File: config.mk
export PLATFORM = sky130hd
export DESIGN_NAME = decode_queue
export DESIGN_NICKNAME = d
export VERILOG_FILES = /design/src/rtl/decode_queue.sv
export SDC_FILE = /design/constraint.sdc
export NUM_CORES = 1
export LEC_CHECK = 0
export ABC_AREA = 1
export CAP_MARGIN = 10
export CORE_UTILIZATION = 41
export DETAILED_ROUTE_END_ITERATION = 16
export PLACE_DENSITY = 0.69
export SYNTH_ARGS = -nofsm -noshare
export SYNTH_HDL_FRONTEND = slang
export SYNTH_SLANG_ARGS = --single-unit
File: constraint.sdc
create_clock -name clk -period 7.55 [get_ports clk]
set_input_delay 1.51 -clock clk [delete_from_list [all_inputs] [get_ports clk]]
set_output_delay 1.51 -clock clk [all_outputs]
set_load 0.01 [all_outputs]
File: src/rtl/decode_queue.sv
// decode_queue: DEPTH-entry instruction queue between fetch and the D stage.
// The head entry is decoded in place: immediate extension, branch compare
// against forwarded operands, and next-PC / link-address generation.
//
// Ports:
//   clk, reset                 clock, synchronous active-high reset
//   in_valid/in_pc/in_instr    fetch offer; in_ready = room available
//   stall                      hazard unit holds the head
//   flush                      exception/eret flush, empties the queue
//   rs_addr/rt_addr            head register specifiers
//   rs_data/rt_data            forwarded operand values for the head
//   out_valid/out_pc/out_instr head entry and its issuability
//   imm32                      extended immediate of the head
//   redirect_valid/_pc         taken control transfer issued this cycle
//   link_pc                    return address for jal/jalr
//   count                      occupancy
//
// Build option: define DECODE_QUEUE_DELAY_SLOT_EN for MIPS delay-slot
// semantics (branch waits for its slot, slot survives the redirect).
module decode_queue #(
    parameter int DEPTH = 4,
    parameter int PTR_W = $clog2(DEPTH)
) (
    input  logic             clk,
    input  logic             reset,
    input  logic             in_valid,
    input  logic [31:0]      in_pc,
    input  logic [31:0]      in_instr,
    output logic             in_ready,
    input  logic             stall,
    input  logic             flush,
    output logic [4:0]       rs_addr,
    output logic [4:0]       rt_addr,
    input  logic [31:0]      rs_data,
    input  logic [31:0]      rt_data,
    output logic             out_valid,
    output logic [31:0]      out_pc,
    output logic [31:0]      out_instr,
    output logic [31:0]      imm32,
    output logic             redirect_valid,
    output logic [31:0]      redirect_pc,
    output logic [31:0]      link_pc,
    output logic [PTR_W:0]   count
);

    logic [31:0]      pc_q    [DEPTH];
    logic [31:0]      instr_q [DEPTH];
    logic [PTR_W-1:0] rd_ptr, wr_ptr;
    logic [PTR_W:0]   count_q;

    logic        nonempty, push, pop, is_ctrl, taken;
    logic [31:0] head_pc, head_instr, pc_plus4, target;
    logic [5:0]  opcode, funct;
    logic [15:0] imm16;

    assign nonempty   = (count_q != '0);
    assign head_pc    = nonempty ? pc_q[rd_ptr]    : '0;
    assign head_instr = nonempty ? instr_q[rd_ptr] : '0;
    assign opcode     = head_instr[31:26];
    assign funct      = head_instr[5:0];
    assign imm16      = head_instr[15:0];
    assign pc_plus4   = head_pc + 32'd4;

    // Control-transfer classification, branch outcome and target.
    always_comb begin
        is_ctrl = 1'b0;
        taken   = 1'b0;
        target  = pc_plus4 + {{14{imm16[15]}}, imm16, 2'b00};
        unique case (opcode)
            6'h00: begin
                if (funct == 6'h08 || funct == 6'h09) begin
                    is_ctrl = 1'b1;
                    taken   = 1'b1;
                    target  = rs_data;
                end
            end
            6'h01: begin
                if (head_instr[20:16] == 5'd0) begin
                    is_ctrl = 1'b1;
                    taken   = rs_data[31];
                end else if (head_instr[20:16] == 5'd1) begin
                    is_ctrl = 1'b1;
                    taken   = !rs_data[31];
                end
            end
            6'h02, 6'h03: begin
                is_ctrl = 1'b1;
                taken   = 1'b1;
                target  = {pc_plus4[31:28], head_instr[25:0], 2'b00};
            end
            6'h04: begin is_ctrl = 1'b1; taken = (rs_data == rt_data); end
            6'h05: begin is_ctrl = 1'b1; taken = (rs_data != rt_data); end
            6'h06: begin is_ctrl = 1'b1; taken = rs_data[31] || (rs_data == '0); end
            6'h07: begin is_ctrl = 1'b1; taken = !rs_data[31] && (rs_data != '0); end
            default: ;
        endcase
    end

    always_comb begin
        unique case (opcode)
            6'h0C, 6'h0D, 6'h0E: imm32 = {16'h0000, imm16};
            6'h0F:               imm32 = {imm16, 16'h0000};
            default:             imm32 = {{16{imm16[15]}}, imm16};
        endcase
    end

`ifdef DECODE_QUEUE_DELAY_SLOT_EN
    assign out_valid = nonempty && (!is_ctrl || count_q >= (PTR_W+1)'(2));
    assign link_pc   = nonempty ? head_pc + 32'd8 : '0;
`else
    assign out_valid = nonempty;
    assign link_pc   = nonempty ? pc_plus4 : '0;
`endif

    assign in_ready       = (count_q < (PTR_W+1)'(DEPTH));
    assign pop            = out_valid && !stall;
    assign redirect_valid = pop && is_ctrl && taken && !flush;
    assign push           = in_valid && in_ready && !redirect_valid && !flush;

    assign rs_addr     = head_instr[25:21];
    assign rt_addr     = head_instr[20:16];
    assign out_pc      = head_pc;
    assign out_instr   = head_instr;
    assign redirect_pc = nonempty ? target : '0;
    assign count       = count_q;

    always_ff @(posedge clk) begin
        if (push) begin
            pc_q[wr_ptr]    <= in_pc;
            instr_q[wr_ptr] <= in_instr;
        end
    end

    always_ff @(posedge clk) begin
        if (reset || flush) begin
            rd_ptr  <= '0;
            wr_ptr  <= '0;
            count_q <= '0;
        end else if (redirect_valid) begin
            // Rebuild wr_ptr/count from rd_ptr so every wrong-path entry
            // younger than the branch (or its delay slot) is discarded.
            rd_ptr <= rd_ptr + PTR_W'(1);
`ifdef DECODE_QUEUE_DELAY_SLOT_EN
            wr_ptr  <= rd_ptr + PTR_W'(1) + PTR_W'(1);
            count_q <= (PTR_W+1)'(1);
`else
            wr_ptr  <= rd_ptr + PTR_W'(1);
            count_q <= '0;
`endif
        end else begin
            if (push) wr_ptr <= wr_ptr + PTR_W'(1);
            if (pop)  rd_ptr <= rd_ptr + PTR_W'(1);
            unique case ({push, pop})
                2'b10:   count_q <= count_q + (PTR_W+1)'(1);
                2'b01:   count_q <= count_q - (PTR_W+1)'(1);
                default: count_q <= count_q;
            endcase
        end
    end

endmodule

# Yosys cells after proc, flatten, opt, wreduce, memory -nomap -nowiden
# Memories as Yosys holds them, arrays and structs flattened. A register that Yosys moved wholly into a read port is not among the register bits.
# Index checks and enable logic that the tools add are counted.
# totals
n_memories	2
mem_bits_rw	256
ff_bits	7
wordCells	82
inputBits	133
# classes
n_addsub	6
n_mux	25
reduce_logical	27
eq_ne	18
n_lt_le_gt_ge	1
# memory_table
name	depth	width	read_ports	rd_clocked_by_memory_dff	write_ports	line_no	text
instr_q	4	32	1	1	1	47	logic [31:0] instr_q [DEPTH];
pc_q	4	32	1	1	1	46	logic [31:0] pc_q [DEPTH];
# ops
cell	n
two-way mux 32 bit	5
case mux 32 bit (2 select lines)	2
equality test 6 x 4 -> 1 bit (second input constant)	6
adder 32 x 3 -> 32 bit (second input constant)	1
adder 32 bit	1
equality test 32 bit	1
zero test 32 bit	1
!= test 32 bit	1
nonzero test 32 bit	1
equality test 6 x 3 -> 1 bit (second input constant)	4
two-way mux 2 bit	8
equality test 6 x 2 -> 1 bit (second input constant)	2
logical AND 1 bit	8
two-way mux 1 bit	7
case mux 1 bit (7 select lines)	1
equality test 6 x 1 -> 1 bit (second input constant)	1
zero test 6 bit	1
case mux 3 bit (2 select lines)	1
nonzero test 2 bit	3
OR reduction 6 bit	1
equality test 5 x 1 -> 1 bit (second input constant)	1
zero test 5 bit	1
adder 2 x 1 -> 2 bit (second input constant)	2
zero test 1 bit	4
10 further kinds	13

# Logic depth before layout (Yosys ltp)
# depth
ltp_word	14
mapped_depth	32
depth_no_buf	30

# Worst setup path before layout
# No wires, ideal clock.
# synth_path
path_type	register -> output
startpoint	reg count_q[2], in the netlist count[2]
endpoint	out redirect_pc[31]
path_slack_ns	1.565
arrival_ns	4.475
t_required_ns	6.040
path_stages_with_launch	32
path_cell_list	dfxtp_1 inv_2 nand3_2 inv_2 buf_6 buf_2 buf_2 buf_2 buf_1 a21oi_1 ha_1 inv_1 nor2_1 nand2_2 nor2_4 nand3_2 nor3_2 xor2_1 inv_1 ha_1 nand2_1 nor2_1 inv_1 nor2_1 inv_1 nor4_1 a21oi_1 nand3_1 nand2_1 nand2_1 nand2_1 nor2_2
# synth_via
elab_chain_len	7
elab_cells_between_ends	15
cone_classes	2 x add/sub; 4 x eq/ne; 5 x mux; 4 x reduce/logical
# synth_lines
element	line_no	text
start, declared	49	logic [PTR_W:0] count_q;
start signal, assigned	154	2'b10: count_q <= count_q + (PTR_W+1)'(1);
start signal, assigned	155	2'b01: count_q <= count_q - (PTR_W+1)'(1);
start signal, assigned	156	default: count_q <= count_q;
nonzero test 3 bit *	56	assign nonempty = (count_q != '0);
two-way mux 32 bit *	57	assign head_pc = nonempty ? pc_q[rd_ptr] : '0;
named net out_pc[3]	37	output logic [31:0] out_pc,
adder 32 x 3 -> 32 bit *	62	assign pc_plus4 = head_pc + 32'd4;
adder 32 bit	68	target = pc_plus4 + {{14{imm16[15]}}, imm16, 2'b00};
two-way mux 32 bit	71	if (funct == 6'h08 || funct == 6'h09) begin
case mux 32 bit (2 select lines) *	69	unique case (opcode)
two-way mux 32 bit *	124	assign redirect_pc = nonempty ? target : '0;
end, declared	41	output logic [31:0] redirect_pc,
# Mark *: on every way through the listed nets, which the timed path passes. The rest lies on a longest branch.

==> out/qor.csv <==
metric,value,unit
metal2 WL,25300,µm
max layer used,met4,
sequential area share after synthesis,0.517,
Final Hold Viols,0,
Synth area leaders,"edfxtp_1, nand2_1, nor2_1",
GP Congestion,0.930,
TritonCTS clock tree,done,
drt pass-1 iters,7,
cell with the most instances after synthesis,nand2_1,
Initial Utilization,0.416,
CTS Sinks,265,
# IOs,309,
skew final,20.8,ps
global-route wire length before repair,77100,µm
"critical path fanouts, max",36,
Routed met3 length,3780,µm
CP Capture Type,output pin,
Synth-to-Final Area Change,28.4,%
Total Routing Usage GR,0.271,
hold-fix buffer count after cts,0,
NumNets Final,2209,
Design Power,3560,µW
leakage,0.00764,µW
Core Box Area,36500,µm²
Syn Inst Count,1748,
VDD IR-drop max,0.183,mV
Hold WC Path Type,flip-flop to flip-flop,
WL final,53000,µm
clk buf depth,3,
WS Path Type,flip-flop to output pin,
Root Buffer,clkbuf_16,
Reg2Reg Setup Slack,2320,ps
Avg Vias per Cell,5.32,
fill count,3305,
number of flops mapped to enable cells by yosys,256,
sum of negative setup slack,0,ps
number of global-route vias before repair,12600,
Max H-tree Level,1,
Max Cap Violations,0,
CP Data Arrival Time,5570,ps
TritonCTS Buffers,27,
DRT iter0 DRCs,1156,
Worst Setup Start Kind,flip-flop,
drt drc,0,
critical path data required time,6040,ps
Yosys reg bits,265,
row cnt,70,
Die Span X,195,µm
Synth async-reset ratio,0,
RSZ-0062 raised after global routing,no,
largest net degree at the start of global routing,65,
ys flop type,edfxtp_1,
Syn Area/Cell,8.70,µm²
clock latency on the worst-skew pair,540,ps
power per cell area,182,nW/µm²
Port Buf Inserts,308,
final setup fails,0,
wire per inst,21.0,µm
Syn. warnings,0,
Synth top cells by count,"nand2_1, nor2_1, edfxtp_1, inv_1, o21ai_0",
Netlist cell types,43,
HPWL after detailed placement,39400,µm
Vert. Die Dim,195,µm
fmax,0.141,GHz
Slew @ Worst Pin,1090,ps
area share of the largest cell type after synthesis,0.506,
clock transition at the registers of the reported paths,60,ps
initial antenna violation count,1,
Metal-1 WL,22000,µm
Vias,13400,
Post-CTS Setup Repair Bufs,0,
post-layout minimum cycle time,7080,ps
status,completed,
post-route ant nets,0,
max-slew violations,0,
total gr overflow,0,
Post-Syn Nets,1918,
share of layout cells above drive strength 1,0.0646,
Tcrit/Tclk final,0.938,
die area,37900,µm²
Syn Std Cell Area,15200,µm²
relative slew slack,0.271,
Yosys top cell by area,edfxtp_1,
==> placed cells by master (no fill, tap or decap), types with 12 or more instances in the layout <==
cell type	netlist	layout
nor2_1	290	285
a21oi_1	77	77
clkbuf_16	0	27
nor2_2	12	13
a31oi_1	15	15
nand4_1	13	13
nor2_4	9	13
xor2_1	48	47
inv_1	168	168
o21ai_0	101	100
nand2_1	386	386
ha_1	35	35
edfxtp_1	256	256
nand3_1	99	99
xnor2_1	28	28
clkdlybuf4s50_1	0	308
buf_4	22	20
clkbuf_1	11	12
nor3_1	13	13
o21ai_1	23	23
inv_2	19	18
==> cell type report <==
type | count | area, µm² | area share
Clock inverter | 9 | 100 | 0.00513
Timing Repair Buffer | 335 | 3340 | 0.171
Multi-Input combinational cell | 1222 | 6200 | 0.317
Inverter | 188 | 707 | 0.0362
Sequential cell | 265 | 7870 | 0.403
Clock buffer | 39 | 721 | 0.0369
Tap cell | 468 | 586 | 0.0300
Antenna cell | 1 | 2.50 | 0.000128
==> worst paths after layout <==
| path | start | endpoint | depth (start not counted) |
|---|---|---|---|
| setup / recovery | flip-flop | redirect_pc[23] | 24 |
| hold / removal | count[0] | count[0] | 2 |
| setup reg to reg | flip-flop | pc_q[2][13] | 16 |
| hold reg to reg | count[0] | count[0] | 2 |
==> sequential cells by signal (all words and copies together), names as in the netlist, named ones only <==
| name | cells |
|---|---|
| rd_ptr | 2 |
| count | 3 |
| wr_ptr | 2 |
| pc_q | 128 |
| instr_q | 128 |
==> logic make-up after synthesis <==
family | share of synthesized area
simple gates | 0.235
compound gates | 0.0945
flops | 0.517
xor+xnor | 0.0438
fa+ha+maj | 0.0314
buf+inv | 0.0781
==> repair_timing <==
| item | CTS | global route |
|---|---|---|
| endpoints found under the setup margin | 0 | 7 |
| hold endpoints to repair | 0 | 0 |
| resized for setup | 0 | 13 |
==> metal layers <==
| layer | vias up | global-route usage |
|---|---|---|
| met2 | 573 | 0.454 |
| met4 | 0 | 0.0967 |
| met5 | - | 0 |
| li1 | 6381 | - |
| met3 | 98 | 0.0354 |
| met1 | 6392 | 0.360 |
==> report_power, final <==
group          switching [µW]  internal (µW)  total [µW]
clock                     538            730        1270
combinational             385            264         649
sequential               6.26           1640        1640
==> per-stage QoR <==
step / util / hold slack (ps) / setup WS [ps] / instances / area [µm²]
after floorplan: - / 466 / 1570 / 1748 / 15200
final: 0.534 / 498 / 468 / 2527 / 19500
after CTS: 0.533 / 499 / 196 / 2526 / 19500
after global routing: 0.534 / 522 / 48.4 / 2527 / 19500
after detailed placement: 0.511 / 491 / 774 / 2478 / 18700
after global placement: 0.511 / 478 / 777 / 2478 / 18700
==> worst max-delay path: stages (launching register included) <==
cell	delay (ps)
dfxtp_4	390
clkinv_2	210
buf_8	270
nand2_1	80
nand3_1	70
nand2_1	70
nor2_2	170
buf_4	160
nand2_1	90
nor3_1	310
nand3_1	180
xor2_1	330
inv_1	80
ha_1	380
a21oi_1	320
o21ai_0	180
a21oi_1	150
o21ai_0	90
buf_4	170
a21oi_1	240
o21bai_1	150
nand2_1	80
nand2_1	120
a21oi_1	160
clkdlybuf4s50_1	560
No activity file was read; power rests on OpenSTA's default activity.
